## src/rtl/pulse_sequencer.sv

```systemverilog
// Laser warm-up / trigger / camera exposure frame sequencer with a shadowed timing register file.
// Optional camera channel is built only when PEWPEW_CAM_EN is defined.
module pulse_sequencer #(
    parameter int unsigned TICK_DIV = 12,
    parameter int unsigned VAL_BITS = 8
) (
    input  logic                clk,
    input  logic                rst,
    input  logic                cfg_we,
    input  logic [2:0]          cfg_addr,
    input  logic [VAL_BITS-1:0] cfg_data,
    output logic                warm,
    output logic                trig,
    output logic                cam,
    output logic                frame_start,
    output logic                busy
);

    localparam int unsigned PRE_W = (TICK_DIV > 1) ? $clog2(TICK_DIV) : 1;
    localparam int unsigned CW    = (VAL_BITS + 1 > 10) ? VAL_BITS + 1 : 10;

    typedef enum logic {S_IDLE, S_RUN} state_t;
    state_t r_state, w_state_nxt;

    logic [VAL_BITS-1:0] r_period_ms, r_warm_w, r_trig_d, r_trig_w;
    logic [VAL_BITS-1:0] r_sh_period, r_sh_warm_w, r_sh_trig_d, r_sh_trig_w;
    logic                r_enable;
    logic [PRE_W-1:0]    r_pre;
    logic [9:0]          r_us;
    logic [VAL_BITS-1:0] r_ms;
    logic                r_warm, r_trig, r_cam, r_frame_start;

    logic                w_us_tick, w_frame_end, w_start, w_ms0;
    logic [VAL_BITS-1:0] w_ms_last;
    logic [VAL_BITS:0]   w_trig_end;
    logic [CW-1:0]       w_t;
    logic                w_warm, w_trig, w_cam;

    always_ff @(posedge clk) begin
        if (rst) begin
            r_period_ms <= VAL_BITS'(67);
            r_warm_w    <= VAL_BITS'(10);
            r_trig_d    <= VAL_BITS'(140);
            r_trig_w    <= VAL_BITS'(10);
            r_enable    <= 1'b0;
        end else if (cfg_we) begin
            case (cfg_addr)
                3'd0:    r_period_ms <= cfg_data;
                3'd1:    r_warm_w    <= cfg_data;
                3'd2:    r_trig_d    <= cfg_data;
                3'd3:    r_trig_w    <= cfg_data;
                3'd6:    r_enable    <= cfg_data[0];
                default: ;
            endcase
        end
    end

    // Shadows are captured on the edge that enters a frame_start cycle.
    always_ff @(posedge clk) begin
        if (rst) begin
            r_sh_period <= VAL_BITS'(67);
            r_sh_warm_w <= VAL_BITS'(10);
            r_sh_trig_d <= VAL_BITS'(140);
            r_sh_trig_w <= VAL_BITS'(10);
        end else if (w_start) begin
            r_sh_period <= r_period_ms;
            r_sh_warm_w <= r_warm_w;
            r_sh_trig_d <= r_trig_d;
            r_sh_trig_w <= r_trig_w;
        end
    end

    always_comb begin
        w_us_tick   = (r_state == S_RUN) && (r_pre == PRE_W'(TICK_DIV - 1));
        w_ms_last   = (r_sh_period == '0) ? '0 : r_sh_period - VAL_BITS'(1);
        w_frame_end = w_us_tick && (r_us == 10'd999) && (r_ms == w_ms_last);
        w_state_nxt = r_state;
        w_start     = 1'b0;
        case (r_state)
            S_IDLE: begin
                if (r_enable) begin
                    w_state_nxt = S_RUN;
                    w_start     = 1'b1;
                end
            end
            S_RUN: begin
                if (w_frame_end) begin
                    if (r_enable) w_start     = 1'b1;
                    else          w_state_nxt = S_IDLE;
                end
            end
            default: w_state_nxt = S_IDLE;
        endcase
    end

    always_ff @(posedge clk) begin
        if (rst) r_state <= S_IDLE;
        else     r_state <= w_state_nxt;
    end

    always_ff @(posedge clk) begin
        if (rst || w_start || (w_state_nxt == S_IDLE)) begin
            r_pre <= '0;
            r_us  <= '0;
            r_ms  <= '0;
        end else if (w_us_tick) begin
            r_pre <= '0;
            if (r_us == 10'd999) begin
                r_us <= '0;
                r_ms <= r_ms + VAL_BITS'(1);
            end else begin
                r_us <= r_us + 10'd1;
            end
        end else begin
            r_pre <= r_pre + PRE_W'(1);
        end
    end

    always_comb begin
        w_t        = CW'(r_us);
        w_ms0      = (r_state == S_RUN) && (r_ms == '0);
        w_trig_end = {1'b0, r_sh_trig_d} + {1'b0, r_sh_trig_w};
        w_warm     = w_ms0 && (w_t < CW'(r_sh_warm_w));
        w_trig     = w_ms0 && (w_t >= CW'(r_sh_trig_d)) && (w_t < CW'(w_trig_end));
    end

`ifdef PEWPEW_CAM_EN
    logic [VAL_BITS-1:0] r_cam_d, r_cam_w, r_sh_cam_d, r_sh_cam_w;
    logic [VAL_BITS:0]   w_cam_end;

    always_ff @(posedge clk) begin
        if (rst) begin
            r_cam_d    <= VAL_BITS'(130);
            r_cam_w    <= VAL_BITS'(30);
            r_sh_cam_d <= VAL_BITS'(130);
            r_sh_cam_w <= VAL_BITS'(30);
        end else begin
            if (cfg_we && (cfg_addr == 3'd4)) r_cam_d <= cfg_data;
            if (cfg_we && (cfg_addr == 3'd5)) r_cam_w <= cfg_data;
            if (w_start) begin
                r_sh_cam_d <= r_cam_d;
                r_sh_cam_w <= r_cam_w;
            end
        end
    end

    always_comb begin
        w_cam_end = {1'b0, r_sh_cam_d} + {1'b0, r_sh_cam_w};
        w_cam     = w_ms0 && (w_t >= CW'(r_sh_cam_d)) && (w_t < CW'(w_cam_end));
    end
`else
    assign w_cam = 1'b0;
`endif

    always_ff @(posedge clk) begin
        if (rst) begin
            r_warm        <= 1'b0;
            r_trig        <= 1'b0;
            r_cam         <= 1'b0;
            r_frame_start <= 1'b0;
        end else begin
            r_warm        <= w_warm;
            r_trig        <= w_trig;
            r_cam         <= w_cam;
            r_frame_start <= w_start;
        end
    end

    assign warm        = r_warm;
    assign trig        = r_trig;
    assign cam         = r_cam;
    assign frame_start = r_frame_start;
    assign busy        = (r_state == S_RUN);

endmodule

```

## config.mk

```make
export PLATFORM = sky130hd
export DESIGN_NAME = pulse_sequencer
export DESIGN_NICKNAME = d
export VERILOG_FILES = /design/src/rtl/pulse_sequencer.sv
export SDC_FILE = /design/constraint.sdc
export NUM_CORES = 1
export LEC_CHECK = 0
export CAP_MARGIN = 0
export CORE_MARGIN = 3
export CORE_UTILIZATION = 60
export DETAILED_ROUTE_END_ITERATION = 10
export PLACE_DENSITY_LB_ADDON = 0.25
export SYNTH_ARGS = -nofsm -noshare
export SYNTH_HDL_FRONTEND = slang
export SYNTH_SLANG_ARGS = --single-unit
```

## constraint.sdc

```tcl
create_clock -name clk -period 3.6 [get_ports clk]
set_input_delay 0.36 -clock clk [delete_from_list [all_inputs] [get_ports clk]]
set_output_delay 0.36 -clock clk [all_outputs]
set_load 0.02 [all_outputs]
```

# Word-level counts from Yosys, hierarchy flattened

Cells that the tools add are included.

Register bits: 91
Input port bits: 14
Output and inout bits: 5
Word-level logic and storage cells: 59

$add $sub $neg: 5
Order comparisons: 3
Eq/ne operators: 7
Multiplexer cells: 7
Bitwise logic cells: 2
Reductions and logical operators: 19

Operators by type and width:

| cell                    | count |
|---|---|
| $logic_not A8 Y1        | 2 |
| $reduce_and A2 Y1       | 6 |
| $add A10 B1 Y10 const B | 1 |
| $eq A10 B10 Y1 const B  | 1 |
| $ge A10 B8 Y1           | 1 |
| $lt A10 B8 Y1           | 1 |
| $lt A10 B9 Y1           | 1 |
| $mux W10                | 1 |
| $add A8 B8 Y9           | 1 |
| $add A8 B1 Y8 const B   | 1 |
| $eq A8 B8 Y1            | 1 |
| $mux W8                 | 1 |
| $sub A8 B1 Y8 const B   | 1 |
| $logic_and A1 B1 Y1     | 7 |
| $eq A3 B2 Y1 const B    | 2 |
| $add A4 B1 Y4 const B   | 1 |
| $eq A4 B4 Y1 const B    | 1 |
| $pmux W1 S2             | 2 |
| $eq A3 B1 Y1 const B    | 1 |
| $eq A3 B3 Y1 const B    | 1 |
| $logic_not A3 Y1        | 1 |
| $mux W1                 | 3 |
| $logic_or A1 B1 Y1      | 2 |
| $not A1 Y1              | 2 |
| $reduce_or A2 Y1        | 1 |

# Depth between registers and ports, before layout

Gate-level depths: netlist (run 1).

Word-level depth: 9
Gate-level depth with buffers: 14
Mapped depth without buffers: 14

# Least setup slack after synthesis (run 1)

OpenSTA, ideal clock, no wires.

Path kind: register -> register
From: register r_sh_period[0]
To: register r_sh_trig_w[1]
Setup time: 0.141 ns
Arrival time: 2.747 ns
Required time: 3.459 ns
Slack: 0.712 ns
Cell stages (with the launch flop): 11
Path buffers: 1
Period minus slack after synthesis: 2.888 ns
Path through: dfxtp_1 -> inv_1 -> ha_1 -> or4b_1 -> or4b_1 -> nand3_1 -> nand3_1 -> or4_4 -> a21oi_4 -> buf_4 -> a22oi_1

Cells in the longest elaborated chain, start to end: 6
Elaborated cells on any way between the ends: 7
Those cells by class: add/sub: 1; eq/ne: 1; mux: 3; reduce/logical: 2

Ends and longest elaborated chain:

| item                                                     | RTL line | text |
|---|---|---|
| start: declaration                                       | 26       | `logic [VAL_BITS-1:0] r_sh_period, r_sh_warm_w, r_sh_trig_d, r_sh_trig_w;` |
| start signal: assignment                                 | 66       | `r_sh_period <= r_period_ms;` |
| $sub A8 B1 Y8 / $logic_not A8 Y1 (equally long branches) | 75       | `w_ms_last = (r_sh_period == '0) ? '0 : r_sh_period - VAL_BITS'(1);` |
| $mux W8 (*)                                              | 75       |  |
| $eq A8 B8 Y1 (*)                                         | 76       | `w_frame_end = w_us_tick && (r_us == 10'd999) && (r_ms == w_ms_last);` |
| $logic_and A1 B1 Y1 (*)                                  | 76       |  |
| $mux W1 (*)                                              | 87       | `if (w_frame_end) begin` |
| $pmux W1 S2 (*)                                          | 79       | `case (r_state)` |
| end signal: assignment                                   | 69       | `r_sh_trig_w <= r_trig_w;` |
| end: declaration                                         | 26       |  |

Every way passes the cells marked *; elsewhere a longest branch is shown, timed or not.
A chain may end at the register's enable or synchronous reset.

# Worst setup path after layout (run 1)

Same ends and word-level chain as after synthesis.

==> metrics.txt, run 1 <==
combinational family with the most area after synthesis=simple AND/OR/NAND/NOR gates; layout cell share with drive strength beyond 1=roughly 5.2%; category of the critical setup timing path=reg -> reg; largest net degree at the start of global routing=34; detailed router's first-iteration violation count=191; number of vias per cell=5.92; type of destination of the critical path=flop; met2 layer usage reported by global route=roughly 36%; origin of the critical flop-to-flop path=r_sh_period[0]$_SDFFE_PP1P_; # port buffers=17; synthesized area per cell=9.02 µm²; Post-Syn Area=4490 µm²; number of buffer and inverter stages on the critical path=2; setup bufs post-CTS=0; adder and majority cell fraction of the synthesized area=a little over a tenth; r2r setup slk=around 460 ps; share of synthesized flip-flops with an asynchronous set or reset=0%; number of H-tree levels=3; via count=~3600; clock latency on the worst-skew pair=between 300 and 400 ps; clock transition time at the flip-flop clock pins of the worst setup and hold paths=approximately 100 ps; starting utilization of the core area=64.0%; Routed WL per cell=around 15 µm; Antenna Cells=0; Slew Viols, Final=0; Post-synth top flop=dfxtp_1; depth of the worst register-to-register path=10; number of nets with antenna violations after detailed routing=0; share of the synthesized netlist area taken by xor and xnor gates=between 4 and 5%; antenna violations before repair=0; Max Fanout on Critical Path=33; fraction of the mapped netlist area in compound gates=between 15 and 20%; CTS Root Buffer Type=clkbuf_8; synthesized netlist net count=between 500 and 600; cells taking the most area after synthesis=dfxtp_1, ha_1, a32o_1; cts bufs inserted=9; overall die width=about 93 µm; total number of yosys warnings=0; highest clock frequency the design can meet=about 0.32 GHz; worst setup skew after layout=about 13 ps; M3 GR Usage=roughly 4.2%; routing usage on met1=around 31%; data arrival time of the critical path=3370 ps; instance count of the mapped netlist=between 400 and 500; Final Routed Wirelength=9230 µm; Post-CTS Hold Buffers=0; cells along the critical path=inv_1, ha_1, or4b_1, or4b_1, nand3_1, nand3_1, or4_4, a21oi_4, buf_4, a22oi_1; Data required, critical path=about 3800 ps; most common cell in the synthesized netlist=dfxtp_1; area overhead of the layout relative to synthesis=9.22%; final setup slack of the worst path=between 400 and 500 ps; type of the worst min-delay path=reg -> reg; area share of and/or/nand/nor cells after synthesis=17.9%; cell leakage power=just under 2 nW; clock tree sinks=just over 90; final setup fails=0; Post-layout nets=~560; clock tree from TritonCTS=built; Hold Crit Start=r_pre[0]$_SDFF_PP0_; post-cts repair resize count=0; accumulated negative setup slack=0 ps; end of the worst register-to-register path=r_sh_trig_w[1]$_SDFFE_PP1P_; worst min-delay path endpoint=r_pre[0]$_SDFF_PP0_; global-route wire length before repair=approximately 16000 µm; vias in the first global route=3333; part of the Yosys area used for sequential elements=about two fifths; IO Pins=19; post-route worst hold slack=452 ps; outcome=finished, final reports clean; slowest cell on the critical path=or4_4; share of cell area taken by muxes after synthesis=between 3 and 4%; cell count of the worst hold path=1; RSZ-0062 raised after global routing=false; maximum number of buffers from clock root to sink=2; post-layout minimum cycle time=3140 ps; cell area power density=roughly 350 nW/µm²; all-layer global routing usage=between 20% and 30%; layer with the highest usage=met2; number of hold violations in the final report=0; fraction of the cycle the final worst path needs=a little under 90%; post-place setup slack=between 400 and 500 ps; gate family responsible for the most delay along the worst path=simple AND/OR/NAND/NOR gates; Worst IR Drop VDD=roughly 250 µV; delay of the slowest cell on the worst path=about 580 ps; Relative slew margins=63.1%; HPWL Detailed=slightly below 7000 µm; number of detailed-route iterations in the first pass=6; leftover overflow at the end of global routing=0; number of flops mapped to enable cells by yosys=0; count of standard-cell rows=30; area of the die=8560 µm²; Placer Congestion=0.814; height of the die=around 93 µm; final core occ=69.9%; proportion of netlist area held by the largest area contributor=40.6%; most instantiated cells after synthesis=dfxtp_1, nand2_1, nor2_1; largest area contributor in the netlist=dfxtp_1; Core Box Area=7020 µm²; transition time at the pin with the least slew margin=roughly 550 ps; kind of start point of the critical path=flop; Remaining DRCs=0; Yosys cell types=51; max-capacitance violation count=0; number of synthesized register bits=between 90 and 100
==> worst max path at each step <==
stage                                startpoint                           to  slack, ps  depth (start not counted)
floorplan           r_sh_period[0]$_SDFFE_PP1P_  r_sh_trig_w[1]$_SDFFE_PP1P_        710                         10
global placement    r_sh_period[0]$_SDFFE_PP1P_  r_sh_trig_w[3]$_SDFFE_PP1P_        540                         10
detailed placement  r_sh_period[0]$_SDFFE_PP1P_  r_sh_trig_w[3]$_SDFFE_PP1P_        480                         10
CTS                 r_sh_period[0]$_SDFFE_PP1P_  r_sh_trig_w[3]$_SDFFE_PP1P_        470                         10
global route        r_sh_period[0]$_SDFFE_PP1P_  r_sh_period[6]$_SDFFE_PP1P_        320                         10
finish              r_sh_period[0]$_SDFFE_PP1P_  r_sh_trig_w[1]$_SDFFE_PP1P_        460                         10
==> cell type report <==
| cell class | instances | area [µm²] |
|---|---|---|
| Clock buffer | 10 | 128 |
| Clock inverter | 6 | 50.0 |
| Fill cell | 567 | 2110 |
| Inverter | 37 | 139 |
| Multi-Input combinational cell | 349 | 2420 |
| Sequential cell | 91 | 1820 |
| Tap cell | 96 | 120 |
| Timing Repair Buffer | 24 | 223 |
==> metal layers <==
metal / vias to the layer above / wire length (µm)
met5: - / 0
met4: 0 / 240
met3: 18 / 326
met2: 74 / 4090
met1: 1729 / 4570
li1: 1805 / -
==> state kept, by name, summed over array words and instances (netlist names), 4 cells and up <==
signal and flops:
r_trig_w 8, r_sh_trig_d 8, r_sh_warm_w 8, r_pre 4, r_sh_period 8, r_trig_d 8, r_ms 8, r_period_ms 8
r_us 10, r_sh_trig_w 8, r_warm_w 8
==> placed cells by master, fill, tap and decap left out, drive strengths merged, types with 3 or more instances in the layout <==
master,n
dfxtp,91
nand2b,5
nand4,7
xnor2,13
clkbuf,10
and3,5
ha,36
o21a,4
a22oi,4
nor3,4
nor2b,4
or3,3
nor4,6
a32oi,7
mux2i,14
a32o,22
clkinv,3
nor2,50
o211ai,11
inv,39
buf,7
nor3b,4
a21boi,3
nand2,53
or4,3
clkdlybuf4s50,17
xor2,11
a21oi,28
o21ai,10
nand3,9
a21o,9
==> metrics by stage <==
step / std cells / instance area (µm²) / total power [mW]
after floorplan: 498 / 4490 / 1.08
after global placement: 597 / 4730 / 1.12
after detailed placement: 597 / 4730 / 1.12
final: 613 / 4910 / 1.73
after global routing: 613 / 4910 / 1.80
after CTS: 613 / 4910 / 1.74
==> report_power, final <==
group | internal [mW] | switching [mW] | total (mW) | leakage [nW]
Combinational | 0.0289 | 0.0435 | 0.0724 | 1.15
Sequential | 1.02 | 0.00608 | 1.02 | 0.735
Clock | 0.260 | 0.371 | 0.630 | 0.0888
==> logic make-up after synthesis <==
group                      count (synthesis)
and+or+nand+nor                          166
xor gates and xnor gates                  24
other                                      1
AOI/OAI and AO/OA                        107
muxes                                     14
adders and majority gates                 37
DFF                                       91
buffers and inverters                     58
No activity file was read; power rests on OpenSTA's default activity.
==> run 2, diff against run 1 <==
Settings changed: RECOVER_POWER set to 100.
==> run 2 against run 1 <==
  * Clock power barely moved
  * Core utilization decreased by 0.21 points
  * First-iteration DRC count up 6.8%
  * Power shrank 0.31%
  * Fmax down 1.5%
  * Largest cell class unchanged
==> metrics.txt, run 2 (synthesis gave the netlist of run 1 again) <==
outcome=finished, final reports clean; layout cell share with drive strength beyond 1=4.45% (-0.77 points); Slew Viols, Final=0 (unchanged); post-layout minimum cycle time=3190 ps (+48.9 ps); max-capacitance violation count=0 (unchanged); cell area power density=352 nW/µm² (about the same); type of the worst min-delay path=reg -> reg; global-route wire length before repair=15600 µm (unchanged); # port buffers=17 (unchanged); overall die width=92.5 µm (unchanged); Core Box Area=7020 µm² (unchanged); gate family responsible for the most delay along the worst path=simple AND/OR/NAND/NOR gates; number of H-tree levels=3 (unchanged); cell leakage power=1.97 nW (about the same); IO Pins=19 (unchanged); delay of the slowest cell on the worst path=620 ps (+40 ps); final core occ=69.7% (-0.21 points); clock transition time at the flip-flop clock pins of the worst setup and hold paths=90 ps (about the same); data arrival time of the critical path=3420 ps (+50 ps); post-place setup slack=485 ps (unchanged); number of detailed-route iterations in the first pass=4 (-2); Remaining DRCs=0 (unchanged); Max Fanout on Critical Path=33 (unchanged); clock tree sinks=91 (unchanged); count of placed standard cells including taps=597 (unchanged); clock tree from TritonCTS=built; number of fill cells=575 (+1.4%); type of destination of the critical path=flop; fraction of the cycle the final worst path needs=88.5% (+1.4 points); leftover overflow at the end of global routing=0 (unchanged); most frequent cells in the layout=dfxtp_1, nand2_1, nor2_1; area of the die=8560 µm² (unchanged); number of buffer and inverter stages on the critical path=2 (unchanged); count of standard-cell rows=30 (unchanged); cells along the critical path=inv_1, ha_1, or4b_1, or4b_1, nand3_1, nand3_1, or4_1, a21oi_4, buf_4, a22oi_1; area used by multi-input combinational logic=2420 µm² (-0.16%); Post-layout nets=563 (unchanged); slowest cell on the critical path=or4_1; clock latency on the worst-skew pair=360 ps (about the same); worst setup skew after layout=12.5 ps (-0.0450 ps); CTS Root Buffer Type=clkbuf_8; highest clock frequency the design can meet=0.314 GHz (-1.5%); largest register by flop count=r_us; vias in the first global route=3333 (unchanged); area overhead of the layout relative to synthesis=8.89%; accumulated negative setup slack=0 ps (unchanged); maximum number of buffers from clock root to sink=2 (unchanged); sequential cell area in the final layout=1820 µm² (unchanged); origin of the critical flop-to-flop path=r_sh_period[0]$_SDFFE_PP1P_; max FFs per register=10 (unchanged); final setup fails=0 (unchanged); most frequent standard cell in the layout excluding fill and tap cells=dfxtp_1; Post-CTS Hold Buffers=0 (unchanged); post-cts repair resize count=0 (unchanged); Critical Path Source=r_sh_period[0]$_SDFFE_PP1P_; category of the critical setup timing path=reg -> reg; Routed WL per cell=15.1 µm (+0.29%); Placer Congestion=0.814 (unchanged); Final Instance Count excl. Fillers=613 (unchanged); Hold Crit Start=r_pre[0]$_SDFF_PP0_; transition time at the pin with the least slew margin=687 ps (+136 ps); Worst IR Drop VDD=243 µV (-0.99%); final setup slack of the worst path=415 ps (-48.9 ps); Data required, critical path=3830 ps (about the same); largest net degree at the start of global routing=34 (unchanged); number of hold violations in the final report=0 (unchanged); kind of start point of the critical path=flop; cts bufs inserted=9 (unchanged); detailed router's first-iteration violation count=204 (+6.8%); number of vias per cell=5.97 (+0.85%); starting utilization of the core area=64.0% (unchanged); height of the die=92.5 µm (unchanged); post-route worst hold slack=453 ps (+1.60 ps); all-layer global routing usage=22.8% (unchanged); via count=3657 (+0.85%); Final Routed Wirelength=9260 µm (+0.29%); HPWL Detailed=6910 µm (unchanged); Relative slew margins=53.7% (-9.4 points); antenna violations before repair=0 (unchanged); number of nets with antenna violations after detailed routing=0 (unchanged); RSZ-0062 raised after global routing=false; setup bufs post-CTS=0 (unchanged); Antenna Cells=0 (unchanged)
==> run 2: stage by stage <==
| step | instance area, µm² | power (mW) |
|---|---|---|
| after floorplan | 4490 | 1.08 |
| after global placement | 4730 | 1.12 |
| after detailed placement | 4730 | 1.12 |
| after CTS | 4910 | 1.74 |
| after global routing | 4890 | 1.79 |
| final | 4890 | 1.72 |
==> run 2: metal layers <==
layer	wire [µm]	up-vias	global-route usage [%]
li1	-	1806	-
met1	4400	1740	30.6
met2	4180	93	36.0
met3	441	18	4.22
met4	240	0	10.0
met5	0	-	0
==> run 2: worst paths after layout <==
kind | slack [ps] | end | depth (start not counted)
max reg2reg | 410 | r_sh_period[6]$_SDFFE_PP1P_ | 10
min reg2reg | 450 | r_pre[0]$_SDFF_PP0_ | 1
min | 450 | r_pre[0]$_SDFF_PP0_ | 1
max | 410 | r_sh_period[6]$_SDFFE_PP1P_ | 10
==> run 2: cell type report <==
class | count | area share [%]
multi-input cells | 349 | 49.5
clock buffers | 10 | 2.61
well taps | 96 | 2.46
repair buffers | 24 | 4.32
clock inverters | 6 | 1.02
inverters | 37 | 2.84
flip-flops and latches | 91 | 37.2
==> run 2: power breakdown <==
group / internal [mW] / total [mW] / switching, mW
clock: 0.260 / 0.627 / 0.367
combinational: 0.0274 / 0.0709 / 0.0435
sequential: 1.02 / 1.02 / 0.00601
==> run 3, diff against run 2 <==
Settings changed: CTS_CLUSTER_DIAMETER set to 60, SLEW_MARGIN set to 20.
==> results of run 3 <==
No change in the layout: final DEF, timing and power equal those of run 2.
